==> src/rtl/digit_serial_addsub.sv <==
// digit_serial_addsub: digit-serial two's-complement add/sub, DIGIT bits per clock, LSB first.
// Define ADDSUB_SAT_EN to saturate the result on signed overflow instead of wrapping.
module digit_serial_addsub #(
    parameter int WIDTH = 16,
    parameter int DIGIT = 4
) (
    input  logic             clk,
    input  logic             rst,
    input  logic             start,
    input  logic             sub,
    input  logic [WIDTH-1:0] a,
    input  logic [WIDTH-1:0] b,
    output logic             busy,
    output logic             done,
    output logic [WIDTH-1:0] result,
    output logic             cout,
    output logic             ovf,
    output logic             zero
);
    localparam int NDIG = (DIGIT >= 1) ? WIDTH / DIGIT : 1;
    localparam int CW = (NDIG > 1) ? $clog2(NDIG) : 1;

    if (DIGIT < 1 || (WIDTH % DIGIT) != 0) begin : g_bad_params
        $error("digit_serial_addsub: DIGIT must be >= 1 and divide WIDTH");
    end

    typedef enum logic [1:0] {IDLE, RUN, DONE} state_t;

    state_t           state;
    logic [WIDTH-1:0] a_q, b_q, raw, fin;
    logic [DIGIT-1:0] sum;
    logic [CW-1:0]    cnt;
    logic             a_msb, carry, c_msb, c_out, last;

    always_comb begin
        sum   = '0;
        c_out = carry;
        c_msb = carry;
        for (int i = 0; i < DIGIT; i++) begin
            if (i == DIGIT - 1) c_msb = c_out;
            sum[i] = a_q[i] ^ b_q[i] ^ c_out;
            c_out  = (a_q[i] & b_q[i]) | (c_out & (a_q[i] ^ b_q[i]));
        end
    end

    // Finished digits accumulate below the digit currently being summed.
    if (NDIG == 1) begin : g_one
        assign raw = sum;
    end else begin : g_many
        logic [WIDTH-DIGIT-1:0] acc;
        assign raw = {sum, acc};
        always_ff @(posedge clk)
            if (state == RUN) acc <= raw[WIDTH-1:DIGIT];
    end

`ifdef ADDSUB_SAT_EN
    logic [WIDTH-1:0] smax;
    assign smax = {WIDTH{1'b1}} >> 1;
    assign fin  = (c_msb ^ c_out) ? (a_msb ? ~smax : smax) : raw;
`else
    assign fin = raw;
`endif

    assign last = cnt == CW'(NDIG - 1);

    always_ff @(posedge clk) begin
        if (rst) begin
            state  <= IDLE;
            busy   <= 1'b0;
            done   <= 1'b0;
            result <= '0;
            cout   <= 1'b0;
            ovf    <= 1'b0;
            zero   <= 1'b0;
        end else begin
            case (state)
                RUN: begin
                    a_q   <= a_q >> DIGIT;
                    b_q   <= b_q >> DIGIT;
                    carry <= c_out;
                    cnt   <= cnt + CW'(1);
                    if (last) begin
                        state  <= DONE;
                        busy   <= 1'b0;
                        done   <= 1'b1;
                        result <= fin;
                        cout   <= c_out;
                        ovf    <= c_msb ^ c_out;
                        zero   <= fin == '0;
                    end
                end
                default: begin
                    done <= 1'b0;
                    if (start) begin
                        a_q   <= a;
                        b_q   <= sub ? ~b : b;
                        a_msb <= a[WIDTH-1];
                        carry <= sub;
                        cnt   <= '0;
                        busy  <= 1'b1;
                        state <= RUN;
                    end else begin
                        state <= IDLE;
                    end
                end
            endcase
        end
    end
endmodule

==> config.mk <==
export PLATFORM = sky130hd
export DESIGN_NAME = digit_serial_addsub
export DESIGN_NICKNAME = d
export VERILOG_FILES = /design/src/rtl/digit_serial_addsub.sv
export SDC_FILE = /design/constraint.sdc
export NUM_CORES = 1
export LEC_CHECK = 0
export ABC_AREA = 1
export CAP_MARGIN = 20
export CORE_MARGIN = 5
export CORE_UTILIZATION = 35
export CTS_BUF_LIST = sky130_fd_sc_hd__clkbuf_8
export DETAILED_ROUTE_END_ITERATION = 6
export SYNTH_ARGS = -nofsm -noshare
export SYNTH_HDL_FRONTEND = slang
export SYNTH_SLANG_ARGS = --single-unit
export TNS_END_PERCENT = 50
==> constraint.sdc <==
create_clock -name clk -period 3.3 [get_ports clk]
set_input_delay 0.66 -clock clk [delete_from_list [all_inputs] [get_ports clk]]
set_output_delay 0.66 -clock clk [all_outputs]
set_load 0.005 [all_outputs]
==> impl_metrics.tcl <==
set metrics [dict create \
    outcome "complete, no violations" \
    clk_pin_slew_ps 70 \
    p_per_area_nw_per_um2 506 \
    grt_pass1_wl_um 8280 \
    area_growth_pct 28.7 \
    most-common-layout-cells "99 x nand2_1, 56 x clkdlybuf4s50_1, 47 x edfxtp_1" \
    p_clk_frac 0.334 \
    hpwl_um 3380 \
    ir_drop_uv 253 \
    crit_arrival_ps 2660 \
    gr-usage-all-layers 0.106 \
    yosys_warnings 0 \
    intPower_uw 1450 \
    gp_congestion 0.684 \
    row_count 33 \
    end_kind "flop" \
    max_slew_margin 0.380 \
    instances_no_fill 440 \
    postCtsSetupBuffers 0 \
    drc 0 \
    synthesis.area_um2 2890 \
    synthDistinctLibCells 25 \
    hold_viol 0 \
    cts_tree "yes" \
    die_area_um2 10200 \
    totalNegativeSetupSlack_ps 0 \
    synth-seq-area-share 0.648 \
    dp.cells 424 \
    port_buffers 56 \
    drive_gt1_frac 0.0806 \
    crit_start "b_q[0]" \
    p_seq_frac 0.552 \
    ant_nets 0 \
    hp-start "result[0]" \
    cts_inserted_buffers 9 \
    cts_resized 0 \
    syn-instance-count 270 \
    ff_latch_area_um2 1870 \
    finalCritPeriodShare 0.740 \
    nNetsFinal 371 \
    avgViaCountPerCell 4.28 \
    layout_commonest_cell "nand2_1" \
    diodes 0 \
    clkLatencyLatePin_ps 330 \
    fin_ws_ps 858 \
    period_needed_ps 2440 \
    syn_area_per_cell_um2 10.7 \
    cp_max_fo 3 \
    setup_violations 0 \
    fin_worst_skew_ps 8.50 \
    grt_pass1_vias 1874 \
    wl_um 4930 \
    multiInputGateArea_um2 878 \
    power_uw 1880 \
    comb_power_share 0.114 \
    antenna_found_initial 0 \
    clock_path_buffers 2 \
    grt_setup_unrepaired "no" \
    ioPinCount 57 \
    htreeDepth 3 \
    grt_max_degree 57 \
    n_fill_cell 786 \
    drv_slew 0 \
    postCtsHoldBufs 0 \
    die_h_um 101 \
    cp.required_ps 3520 \
    crit_type "reg2reg" \
    grt-ovfl-total 0 \
    firstDrtPassIters 4 \
    fmax_mhz 410 \
    dr_total_vias 1881 \
    ys_seq_elements 70 \
    die-width_um 101 \
    worst_slew_pin_slew_ps 927 \
    drt-initial-drc-count 41 \
    hp-class "reg2reg" \
    max_cap_violations 0 \
    start_util 0.355 \
    r2r_start "b_q[0]" \
    synth_nets 311 \
    leakagePower_uw 0.00146 \
    cts-root-buf "clkbuf_8" \
    swShare 0.230 \
    drt-wirelength-per-cell_um 11.2 \
    clock_sinks 70 \
    worst_setup_path_start_kind "flop" \
    dpl_worst_slack_ps 850 \
    core_area_um2 8130 \
    p_switching_uw 432 \
]
flip-flops by register name (all words and copies together) (netlist names):
register,flops
b_q,16
cout,1
zero,1
done,1
a_q,16
carry,1
cnt,2
ovf,1
state,2
result,16
busy,1
g_many.acc,12
through the flow:
stage | area (um2) | util | hold slack (ps)
floorplan | 2890 | - | 436
global placement | 3530 | 0.434 | 428
detailed placement | 3530 | 0.434 | 433
CTS | 3720 | 0.457 | 449
global route | 3720 | 0.457 | 474
finish | 3720 | 0.457 | 446
critical path, cell delays in order (launching register included):
cell      delay, ps
edfxtp_1        360
inv_1           100
fa_1            170
inv_1            50
fa_1            390
fa_1            410
inv_1            90
fa_1            460
nand3_1         110
nor2_1           50
nand3_1          90
nand2_1          60
synth_stat cells:
| library cell | number | area share |
|---|---|---|
| nor2_4 | 1 | 0.0039 |
| o21ai_0 | 15 | 0.026 |
| nor2_1 | 23 | 0.030 |
| nand3_1 | 2 | 0.0035 |
| o21ai_1 | 2 | 0.0035 |
| inv_2 | 2 | 0.0026 |
| fa_1 | 4 | 0.028 |
| ha_1 | 1 | 0.0043 |
| buf_4 | 3 | 0.0078 |
| buf_6 | 3 | 0.012 |
| edfxtp_1 | 47 | 0.49 |
| buf_2 | 3 | 0.0052 |
| or2_2 | 1 | 0.0022 |
| dfxtp_1 | 23 | 0.16 |
| nor3_1 | 1 | 0.0017 |
| nand2_2 | 2 | 0.0043 |
| xor2_1 | 1 | 0.0030 |
| inv_4 | 1 | 0.0022 |
| nand2_1 | 99 | 0.13 |
| nand2_4 | 1 | 0.0039 |
| a21oi_1 | 1 | 0.0017 |
| nor3b_1 | 1 | 0.0026 |
| xnor2_1 | 16 | 0.049 |
| inv_1 | 16 | 0.021 |
| nand3_4 | 1 | 0.0061 |
area by class of cell:
class	instances	share of cell area
sequential	70	0.504
multi-input combinational	172	0.236
clock inverter	4	0.00572
inverter	19	0.0199
tap	105	0.0353
clock buffer	12	0.0444
timing repair buffer	58	0.155
final timing paths:
path / to / slack, ps / depth (start not counted)
max: zero / 860 / 11
min: result[0] / 450 / 2
max reg2reg: zero / 860 / 11
min reg2reg: result[0] / 450 / 2
power groups by stage:
stage               Combinational [uW]  Clock [uW]  Sequential (uW)
finish                             215         628             1040
global route                       245         688             1040
CTS                                221         648             1040
detailed placement                 220           0             1060
global placement                   215           0             1060
floorplan                          132           0             1050
cells by family (layout without fill, tap and decap cells):
family          Yosys count  in the layout  synth area share
compound gates           18             18            0.0312
xor+xnor                 17             17            0.0516
fa+ha+maj                 5              5            0.0321
buf+inv                  28             93            0.0503
flops                    70             70             0.648
simple gates            132            132             0.187
routing by layer:
layer	global-route usage	vias up	share of wire
li1	-	983	-
met1	0.121	843	0.43
met2	0.174	53	0.49
met3	0.0422	2	0.071
met4	0.0497	0	0.0073
met5	0	-	0
(Power assumes the default switching activity.)
